## src/rtl/palette_lookup_if.sv

```systemverilog
// palette_lookup_if: bundles every non-clock/reset signal of palette_lookup.
//   Pixel in    : pix_valid_i, pix_blank_i, pix_index_i      (compositor -> lookup)
//   Palette RAM : pal_rd_en_o, pal_rd_addr_o, pal_rd_data_i  (registered read, 1-cycle latency)
//   RGB out     : rgb_valid_o, rgb_blank_o, rgb_r_o/g_o/b_o  (lookup -> encoders)
//   CPU readback: cpu_req_i, cpu_addr_i, cpu_busy_o, cpu_ack_o, cpu_data_o
// Suffixes are from the palette_lookup point of view. The slave modport is the
// palette_lookup side; the master modport is the environment side.
//
// Handshake semantics: pixels are a pure valid stream with no backpressure;
// one slot per cycle, and the output appears exactly two cycles later.
// cpu_req_i is a one-cycle pulse that is only accepted while cpu_busy_o is
// low; cpu_ack_o pulses for one cycle when cpu_data_o has been refreshed.
interface palette_lookup_if #(
  parameter int ADDR_W = 8,
  parameter int DATA_W = 16
) ();
  logic              pix_valid_i;
  logic              pix_blank_i;
  logic [ADDR_W-1:0] pix_index_i;
  logic              pal_rd_en_o;
  logic [ADDR_W-1:0] pal_rd_addr_o;
  logic [DATA_W-1:0] pal_rd_data_i;
  logic              rgb_valid_o;
  logic              rgb_blank_o;
  logic [3:0]        rgb_r_o;
  logic [3:0]        rgb_g_o;
  logic [3:0]        rgb_b_o;
  logic              cpu_req_i;
  logic [ADDR_W-1:0] cpu_addr_i;
  logic              cpu_busy_o;
  logic              cpu_ack_o;
  logic [DATA_W-1:0] cpu_data_o;

  modport slave (
    input  pix_valid_i, pix_blank_i, pix_index_i, pal_rd_data_i, cpu_req_i, cpu_addr_i,
    output pal_rd_en_o, pal_rd_addr_o, rgb_valid_o, rgb_blank_o, rgb_r_o, rgb_g_o,
           rgb_b_o, cpu_busy_o, cpu_ack_o, cpu_data_o
  );

  modport master (
    output pix_valid_i, pix_blank_i, pix_index_i, pal_rd_data_i, cpu_req_i, cpu_addr_i,
    input  pal_rd_en_o, pal_rd_addr_o, rgb_valid_o, rgb_blank_o, rgb_r_o, rgb_g_o,
           rgb_b_o, cpu_busy_o, cpu_ack_o, cpu_data_o
  );
endinterface

```

## src/rtl/palette_lookup.sv

```systemverilog
// palette_lookup: read-side client of the palette RAM. Converts the 8-bit
// pixel index stream to 4:4:4 RGB (two-stage pipeline, no stall) and fits
// CPU palette readbacks into read-port cycles that pixels do not use.
// Ports:
//   clk_i       : pixel/system clock
//   rst_i       : synchronous, active-high reset
//   bus         : palette_lookup_if.slave (pixel in, RAM read port, RGB out, CPU readback)
//   cpu_state_o : debug view of the CPU readback FSM state
module palette_lookup #(
  parameter int ADDR_W = 8,
  parameter int DATA_W = 16
) (
  input  logic                clk_i,
  input  logic                rst_i,
  palette_lookup_if.slave     bus,
  output logic [1:0]          cpu_state_o
);

  typedef enum logic [1:0] {
    CPU_IDLE = 2'd0,
    CPU_PEND = 2'd1,
    CPU_WAIT = 2'd2
  } cpu_state_e;

  cpu_state_e        state_q, state_d;
  logic [ADDR_W-1:0] cpu_addr_q, cpu_addr_d;
  logic [DATA_W-1:0] cpu_data_q, cpu_data_d;
  logic              cpu_ack_q, cpu_ack_d;
  logic              cpu_issue;
  logic              pix_used;

  logic              s1_valid_q, s1_blank_q;
  logic              rgb_valid_q, rgb_blank_q;
  logic [11:0]       rgb_q;

  // A slot consumes the read port only when it is visible (not blanking).
  assign pix_used = bus.pix_valid_i & ~bus.pix_blank_i;

  // CPU FSM: next state and datapath.
  always_comb begin
    state_d    = state_q;
    cpu_addr_d = cpu_addr_q;
    cpu_data_d = cpu_data_q;
    cpu_ack_d  = 1'b0;
    cpu_issue  = 1'b0;
    case (state_q)
      CPU_IDLE: begin
        if (bus.cpu_req_i) begin
          cpu_addr_d = bus.cpu_addr_i;
          state_d    = CPU_PEND;
        end
      end
      CPU_PEND: begin
        // Pixels always win; the CPU waits indefinitely for a free slot.
        if (!pix_used) begin
          cpu_issue = 1'b1;
          state_d   = CPU_WAIT;
        end
      end
      CPU_WAIT: begin
        cpu_data_d = bus.pal_rd_data_i;
        cpu_ack_d  = 1'b1;
        state_d    = CPU_IDLE;
      end
      default: state_d = CPU_IDLE;
    endcase
  end

  always_ff @(posedge clk_i) begin
    if (rst_i) begin
      state_q    <= CPU_IDLE;
      cpu_addr_q <= '0;
      cpu_data_q <= '0;
      cpu_ack_q  <= 1'b0;
    end else begin
      state_q    <= state_d;
      cpu_addr_q <= cpu_addr_d;
      cpu_data_q <= cpu_data_d;
      cpu_ack_q  <= cpu_ack_d;
    end
  end

  // Read port: when idle the address still follows the latched CPU address
  // so the RAM never sees X.
  assign bus.pal_rd_en_o   = pix_used | cpu_issue;
  assign bus.pal_rd_addr_o = pix_used ? bus.pix_index_i : cpu_addr_q;

  // Pixel pipeline. Stage 1 tracks the slot while the RAM read is in
  // flight; stage 2 registers the colour. Invalid slots leave the colour
  // and blank flags untouched.
  always_ff @(posedge clk_i) begin
    if (rst_i) begin
      s1_valid_q  <= 1'b0;
      s1_blank_q  <= 1'b0;
      rgb_valid_q <= 1'b0;
      rgb_blank_q <= 1'b0;
      rgb_q       <= '0;
    end else begin
      s1_valid_q  <= bus.pix_valid_i;
      s1_blank_q  <= bus.pix_blank_i;
      rgb_valid_q <= s1_valid_q;
      if (s1_valid_q) begin
        rgb_blank_q <= s1_blank_q;
        rgb_q       <= s1_blank_q ? 12'h000 : bus.pal_rd_data_i[11:0];
      end
    end
  end

  assign bus.rgb_valid_o = rgb_valid_q;
  assign bus.rgb_blank_o = rgb_blank_q;
  assign bus.rgb_r_o     = rgb_q[11:8];
  assign bus.rgb_g_o     = rgb_q[7:4];
  assign bus.rgb_b_o     = rgb_q[3:0];
  assign bus.cpu_busy_o  = (state_q != CPU_IDLE);
  assign bus.cpu_ack_o   = cpu_ack_q;
  assign bus.cpu_data_o  = cpu_data_q;
  assign cpu_state_o     = state_q;

endmodule

```

## src/flat_wrapper.sv

```systemverilog
// flat-port wrapper written by rule: the top's interface ports become plain ports
module palette_lookup_flat 
#(
  parameter int ADDR_W = 8,
  parameter int DATA_W = 16
)
  (clk_i, rst_i, cpu_state_o, bus_pix_valid_i, bus_pix_blank_i, bus_pix_index_i, bus_pal_rd_data_i, bus_cpu_req_i, bus_cpu_addr_i, bus_pal_rd_en_o, bus_pal_rd_addr_o, bus_rgb_valid_o, bus_rgb_blank_o, bus_rgb_r_o, bus_rgb_g_o, bus_rgb_b_o, bus_cpu_busy_o, bus_cpu_ack_o, bus_cpu_data_o);
  palette_lookup_if #(.ADDR_W(ADDR_W), .DATA_W(DATA_W)) bus_i ();
  input  logic clk_i;
  input  logic rst_i;
  output logic [1:0] cpu_state_o;
  input wire logic [$bits(bus_i.pix_valid_i)-1:0] bus_pix_valid_i;
  input wire logic [$bits(bus_i.pix_blank_i)-1:0] bus_pix_blank_i;
  input wire logic [$bits(bus_i.pix_index_i)-1:0] bus_pix_index_i;
  input wire logic [$bits(bus_i.pal_rd_data_i)-1:0] bus_pal_rd_data_i;
  input wire logic [$bits(bus_i.cpu_req_i)-1:0] bus_cpu_req_i;
  input wire logic [$bits(bus_i.cpu_addr_i)-1:0] bus_cpu_addr_i;
  output wire logic [$bits(bus_i.pal_rd_en_o)-1:0] bus_pal_rd_en_o;
  output wire logic [$bits(bus_i.pal_rd_addr_o)-1:0] bus_pal_rd_addr_o;
  output wire logic [$bits(bus_i.rgb_valid_o)-1:0] bus_rgb_valid_o;
  output wire logic [$bits(bus_i.rgb_blank_o)-1:0] bus_rgb_blank_o;
  output wire logic [$bits(bus_i.rgb_r_o)-1:0] bus_rgb_r_o;
  output wire logic [$bits(bus_i.rgb_g_o)-1:0] bus_rgb_g_o;
  output wire logic [$bits(bus_i.rgb_b_o)-1:0] bus_rgb_b_o;
  output wire logic [$bits(bus_i.cpu_busy_o)-1:0] bus_cpu_busy_o;
  output wire logic [$bits(bus_i.cpu_ack_o)-1:0] bus_cpu_ack_o;
  output wire logic [$bits(bus_i.cpu_data_o)-1:0] bus_cpu_data_o;
  assign bus_i.pix_valid_i = bus_pix_valid_i;
  assign bus_i.pix_blank_i = bus_pix_blank_i;
  assign bus_i.pix_index_i = bus_pix_index_i;
  assign bus_i.pal_rd_data_i = bus_pal_rd_data_i;
  assign bus_i.cpu_req_i = bus_cpu_req_i;
  assign bus_i.cpu_addr_i = bus_cpu_addr_i;
  assign bus_pal_rd_en_o = bus_i.pal_rd_en_o;
  assign bus_pal_rd_addr_o = bus_i.pal_rd_addr_o;
  assign bus_rgb_valid_o = bus_i.rgb_valid_o;
  assign bus_rgb_blank_o = bus_i.rgb_blank_o;
  assign bus_rgb_r_o = bus_i.rgb_r_o;
  assign bus_rgb_g_o = bus_i.rgb_g_o;
  assign bus_rgb_b_o = bus_i.rgb_b_o;
  assign bus_cpu_busy_o = bus_i.cpu_busy_o;
  assign bus_cpu_ack_o = bus_i.cpu_ack_o;
  assign bus_cpu_data_o = bus_i.cpu_data_o;
  palette_lookup #(.ADDR_W(ADDR_W), .DATA_W(DATA_W)) u_core (.clk_i(clk_i), .rst_i(rst_i), .bus(bus_i), .cpu_state_o(cpu_state_o));
endmodule
```

## config.mk

```make
export PLATFORM = sky130hd
export DESIGN_NAME = palette_lookup_flat
export DESIGN_NICKNAME = d
export VERILOG_FILES = /design/src/rtl/palette_lookup_if.sv /design/src/rtl/palette_lookup.sv /design/src/flat_wrapper.sv
export SDC_FILE = /design/constraint.sdc
export NUM_CORES = 1
export LEC_CHECK = 0
export CORE_AREA = 4 4 71 80
export CTS_CLUSTER_SIZE = 16
export DETAILED_ROUTE_END_ITERATION = 12
export DIE_AREA = 0 0 75 84
export GPL_TIMING_DRIVEN = 0
export PLACE_DENSITY = 0.75
export SKIP_CTS_REPAIR_TIMING = 1
export SYNTH_ARGS = -nofsm -noshare
export SYNTH_HDL_FRONTEND = slang
export SYNTH_SLANG_ARGS = --single-unit
export TNS_END_PERCENT = 100
```

## constraint.sdc

```tcl
create_clock -name clk_i -period 1.15 [get_ports clk_i]
set_input_delay 0.115 -clock clk_i [delete_from_list [all_inputs] [get_ports clk_i]]
set_output_delay 0.115 -clock clk_i [all_outputs]
set_load 0.05 [all_outputs]
```

==> results.txt, run 1 <==
slew margin rel.: 0.6380
Req. time, crit path: 1300 ps
hpwl dp: 3.399 mm
Antenna Nets Post-Route: 0
Clk pwr share: 0.298
total core area: 4898 µm²
Sink Count: 43
CP cell instances: buf_6 -> or3b_1 -> buf_6 -> nand2_1 -> a21oi_1
CTS H-Tree Depth: 2
Cell Pwr Density: 1270 nW/µm²
Total Routing Usage GR: 0.1449
layout net count: 322
Reg clk slew, reported paths: 80 ps
unrepaired setup endpoints after global routing: true
Data arrival, critical path: 1440 ps
flops & latches, synth: 43
Psw: 984.9 µW
HP Class: in2reg
share of cells above drive strength 1: 0.3333
Comb power frac: 0.243
clk_skew: 7.594 ps
Yosys top cell by area: dfxtp_1
die area: 6300 µm²
# setup viols final: 17
worst-case clock buffer depth: 2
Die Y: 84 µm
violated checks: negative setup slack
Initial Util: 0.3469
f_max: 0.7776 GHz
cell at the slowest stage of the critical path: or3b_1
Slew Viols, Final: 0
dpl ws: -1078 ps
syn_nets: 230
Final Instance Count excl. Fillers: 343
P_leak: 1.129 nW
switching share of power: 0.2847
most area-consuming cells after synthesis: dfxtp_1, a21oi_1, nand2_1
first-pass GRT wire length: 7.003 mm
post-synth cell types: 22
setup TNS: -1231 ps
critical path type: reg2reg
final WL: 4.875 mm
sequential fraction of design power: 0.459
Pint: 2.475 mW
# diodes: 0
critical path peak fanout: 8
Vias per Instance: 4.770
CP peak stage delay: 390 ps
final worst slack: -136.0 ps
Iteration-0 DRC Markers: 63
per-cell routed wire length: 14.21 µm
final core occ: 0.5563
most frequent cells in the layout: nand2_1, clkbuf_2, dfxtp_1
max-cap viol count: 0
largest net degree at the start of global routing: 13
via count: 1636
Ys Warns: 0
Final min period: 1286 ps
vias in the first global route: 1502
status: finished with violations
worst-margin pin slew: 543.1 ps
clk_lat worst skew: 290 ps
final hold violation count: 0
Placement Rows: 27
area grow syn2layout: 60.38%
drc violations: 0
Seq/Total Area, Yosys: 0.5066
syn avg cell area: 8.804 µm²
io pins: 80
GR Overflow Total: 0
CTS tree: done
maximum VDD drop: 0.7683 mV
Synth top area share: 0.5066
commonest non-fill, non-tap cell in the layout: nand2_1
area of the mapped netlist: 1699 µm²
Die W: 75 µm
most frequent CP cell: buf_6
Worst setup EP type: register
Startpoint Class: register
drt pass-1 iters: 4
dpl cells: 329
gpl congestion: 0.7728
input/output buffers: 78
final worst path period share: 1.118
initial antenna violation count: 0
clk root buf: clkbuf_8
number of CTS-inserted buffers: 5
Syn Inst Count: 193
[Yosys cell counts]
cell	instances
nand3b_1	12
mux2_2	8
buf_2	3
buf_4	3
nand2_1	48
buf_6	3
dfxtp_1	43
nor3_1	1
or2_2	1
nor4b_1	1
clkbuf_2	1
nor2b_2	1
nor2b_1	4
inv_1	1
clkbuf_1	7
mux2i_1	2
nor2_1	2
a21oi_1	36
a21o_1	1
nand2b_1	13
nor3b_2	1
or3b_1	1
[per-layer routing]
| layer | up-vias | routed length, µm | GRT usage |
|---|---|---|---|
| met2 | 50 | 2569 | 0.2417 |
| met1 | 770 | 1911 | 0.1689 |
| met3 | 2 | 371 | 0.05663 |
| met4 | 0 | 23 | 0.03883 |
| met5 | - | 0 | 0 |
| li1 | 814 | - | - |
[metrics by stage]
stage / hold WS [ps] / power, mW / area (µm²)
2_1_floorplan: 243.2 / 2.067 / 1727
3_3_place_gp: 435.4 / 2.371 / 2580
3_5_place_dp: 427.5 / 2.381 / 2580
4_1_cts: 123.0 / 3.417 / 2678
5_1_grt: 75.38 / 3.621 / 2725
6_report: 83.63 / 3.460 / 2725
[registers in the layout (all words and copies together) (netlist names)]
| signal | count |
|---|---|
| u_core.s1_valid_q | 1 |
| u_core.bus.cpu_ack_o | 1 |
| u_core.cpu_addr_q | 8 |
| u_core.rgb_q | 12 |
| u_core.bus.rgb_valid_o | 1 |
| u_core.cpu_state_o | 2 |
| u_core.bus.rgb_blank_o | 1 |
| u_core.bus.cpu_data_o | 16 |
| u_core.s1_blank_q | 1 |
[power groups by stage]
stage | Sequential (mW) | Combinational (mW) | Clock, mW
2_1_floorplan | 1.74 | 0.322 | 0
3_3_place_gp | 1.61 | 0.759 | 0
3_5_place_dp | 1.61 | 0.767 | 0
4_1_cts | 1.58 | 0.769 | 1.07
5_1_grt | 1.60 | 0.886 | 1.14
6_report | 1.59 | 0.840 | 1.03
[cell families after synthesis]
family | after synthesis | share of synthesized area
buffers and inverters | 18 | 0.06258
DFF | 43 | 0.5066
and+or+nand+nor | 85 | 0.2555
muxes | 10 | 0.06480
AOI/OAI and AO/OA | 37 | 0.1105
[cell type report]
class,instances,area [µm²]
well taps,58,72.57
fillers,472,2173
inverters,1,3.754
flip-flops and latches,43,877.1
clock buffers,7,97.59
repair buffers,86,735.7
plain buffers,16,135.1
multi-input cells,132,803.3
[worst max-delay path, delay by kind of cell, from the launching register on]
| kind | cells | cell delay (ps) |
|---|---|---|
| AO/OA/AOI/OAI | 1 | 70 |
| buffers and inverters | 2 | 290 |
| flip-flops | 1 | 350 |
| AND/OR/NAND/NOR | 2 | 450 |
[final timing paths]
kind	start	end	slack, ps	cells after the start
setup / recovery	u_core.cpu_state_o[0]$_SDFFE_PP0P_	u_core.cpu_addr_q[3]$_SDFFE_PP0P_	-140	5
hold / removal	bus_pix_valid_i	u_core.s1_valid_q$_SDFF_PP0_	80	2
setup reg to reg	u_core.cpu_state_o[0]$_SDFFE_PP0P_	u_core.cpu_addr_q[3]$_SDFFE_PP0P_	-140	5
hold reg to reg	u_core.bus.cpu_data_o[15]$_SDFFE_PP0P_	u_core.bus.cpu_data_o[15]$_SDFFE_PP0P_	460	2
No activity file was read; power rests on OpenSTA's default activity.
==> run 2: changes to the inputs <==
--- a/config.mk
+++ b/config.mk
@@ -10,7 +10,7 @@
 export DETAILED_ROUTE_END_ITERATION = 12
 export DIE_AREA = 0 0 75 84
 export GPL_TIMING_DRIVEN = 0
-export PLACE_DENSITY = 0.75
+export PLACE_DENSITY = 0.72
 export SKIP_CTS_REPAIR_TIMING = 1
 export SYNTH_ARGS = -nofsm -noshare
 export SYNTH_HDL_FRONTEND = slang
==> results.txt, run 2 (synthesized netlist as in run 1, its figures left out) <==
maximum VDD drop: 0.5433 mV (-29%)
slew margin rel.: 0.6410 (+0.003070)
Req. time, crit path: 1030 ps (-270 ps)
total core area: 4898 µm² (unchanged)
unrepaired setup endpoints after global routing: true
Total Routing Usage GR: 0.1453 (+0.0003404)
max-cap viol count: 0 (unchanged)
Initial Util: 0.3469 (unchanged)
first-pass GRT wire length: 7.058 mm (+0.79%)
Cell Pwr Density: 1249 nW/µm² (-1.7%)
commonest non-fill, non-tap cell in the layout: nand2_1
clk root buf: clkbuf_8
Startpoint Class: register
Vias per Instance: 4.656 (-2.4%)
final hold violation count: 0 (unchanged)
metal2 WL: 2.378 mm (-7.4%)
# diodes: 0 (unchanged)
Final min period: 1277 ps (-8.974 ps)
input/output buffers: 78 (unchanged)
layout net count: 318 (-1.2%)
Data arrival, critical path: 1160 ps (-280 ps)
Hold Path Depth: 2 (unchanged)
initial antenna violation count: 0 (unchanged)
Antenna Nets Post-Route: 0 (unchanged)
Die W: 75 µm (unchanged)
drc violations: 0 (unchanged)
P_leak: 1.086 nW (-3.8%)
Iteration-0 DRC Markers: 36 (-43%)
Multi-input gate area: 800.8 µm² (-0.31%)
dpl ws: -1092 ps (-14.00 ps)
setup TNS: -878.3 ps (+353.1 ps)
violated checks: negative setup slack
share of cells above drive strength 1: 0.3298 (-0.003546)
HP Class: in2reg
via count: 1583 (-3.2%)
CTS tree: done
clk_skew: 3.642 ps (-3.952 ps)
# setup viols final: 20 (+3)
per-cell routed wire length: 14.01 µm (-1.5%)
dpl cells: 329 (unchanged)
Placement Rows: 27 (unchanged)
Die Y: 84 µm (unchanged)
final core occ: 0.5418 (-0.01456)
area grow syn2layout: 56.19%
max reg flops: 16 (unchanged)
Slew Viols, Final: 0 (unchanged)
Sink Count: 43 (unchanged)
Storage cell area: 872.1 µm² (-0.57%)
R2R cell count: 4 (-1)
Final Instance Count excl. Fillers: 340 (-0.87%)
fillcell total: 479 (+1.5%)
die area: 6300 µm² (unchanged)
number of CTS-inserted buffers: 5 (unchanged)
hpwl dp: 3.389 mm (-0.28%)
worst-case clock buffer depth: 2 (unchanged)
Worst setup EP type: output pin
Reg clk slew, reported paths: 80 ps (about the same)
drt pass-1 iters: 4 (unchanged)
io pins: 80 (unchanged)
most frequent cells in the layout: nand2_1, dfxtp_1, clkbuf_2
CTS H-Tree Depth: 2 (unchanged)
worst-margin pin slew: 537.6 ps (-5.484 ps)
critical path type: reg2out
Post-Route M1 WL: 1.938 mm (+1.4%)
status: finished with violations
vias in the first global route: 1531 (+1.9%)
final worst slack: -127.0 ps (+8.974 ps)
f_max: 0.7831 GHz (+0.70%)
GR Overflow Total: 0 (unchanged)
critical path peak fanout: 8 (unchanged)
clk_lat worst skew: 290 ps (about the same)
final WL: 4.762 mm (-2.3%)
final worst path period share: 1.110 (-0.007803)
gpl congestion: 0.7209 (-6.7%)
DR top layer: met4
metal3 WL: 377 µm (+1.6%)
largest net degree at the start of global routing: 13 (unchanged)
## run 2: changes by cell type in the layout (fill, tap and decap cells not counted), sizes merged
cell,before,now
clkinv,0,1
buf,26,21
clkbuf,49,50
## run 2: final timing paths
kind	from	end	slack [ps]
worst max-delay path	u_core.cpu_state_o[1]$_SDFFE_PP0P_	bus_cpu_busy_o	-130
worst min-delay path	bus_pix_valid_i	u_core.s1_valid_q$_SDFF_PP0_	60
worst max register to register	u_core.cpu_state_o[0]$_SDFFE_PP0P_	u_core.cpu_addr_q[1]$_SDFFE_PP0P_	-70
worst min register to register	u_core.bus.cpu_data_o[13]$_SDFFE_PP0P_	u_core.bus.cpu_data_o[13]$_SDFFE_PP0P_	460
## run 2: per-layer routing
metal | vias up | track usage
met4 | 0 | 0.05340
li1 | 811 | -
met1 | 716 | 0.1610
met3 | 4 | 0.04940
met5 | - | 0
met2 | 52 | 0.2488
## run 2: report_power, final
part | switching [mW] | internal (mW)
clock | 0.493 | 0.427
combinational | 0.455 | 0.353
sequential | 0.0374 | 1.55
total | 0.986 | 2.33
## run 2: final cells by class
cell class | count | area share
sequential | 43 | 0.3286
multi-input combinational | 132 | 0.3017
timing repair buffer | 84 | 0.2692
buffer | 14 | 0.04102
clock buffer | 7 | 0.02876
tap | 58 | 0.02735
clock inverter | 1 | 0.001886
inverter | 1 | 0.001414
## run 2: stage by stage
step / hold slack (ps) / instance area [µm²] / total power, mW
2_1_floorplan: 243.2 / 1727 / 2.067
3_3_place_gp: 443.0 / 2580 / 2.371
3_5_place_dp: 439.6 / 2580 / 2.378
4_1_cts: 133.9 / 2661 / 3.286
5_1_grt: 61.28 / 2654 / 3.430
6_report: 56.36 / 2654 / 3.313
## run 2: critical path, stage by stage, from the launching register on
cell and delay [ps]:
dfxtp_4 350, buf_6 130, or2_4 250, buf_8 150
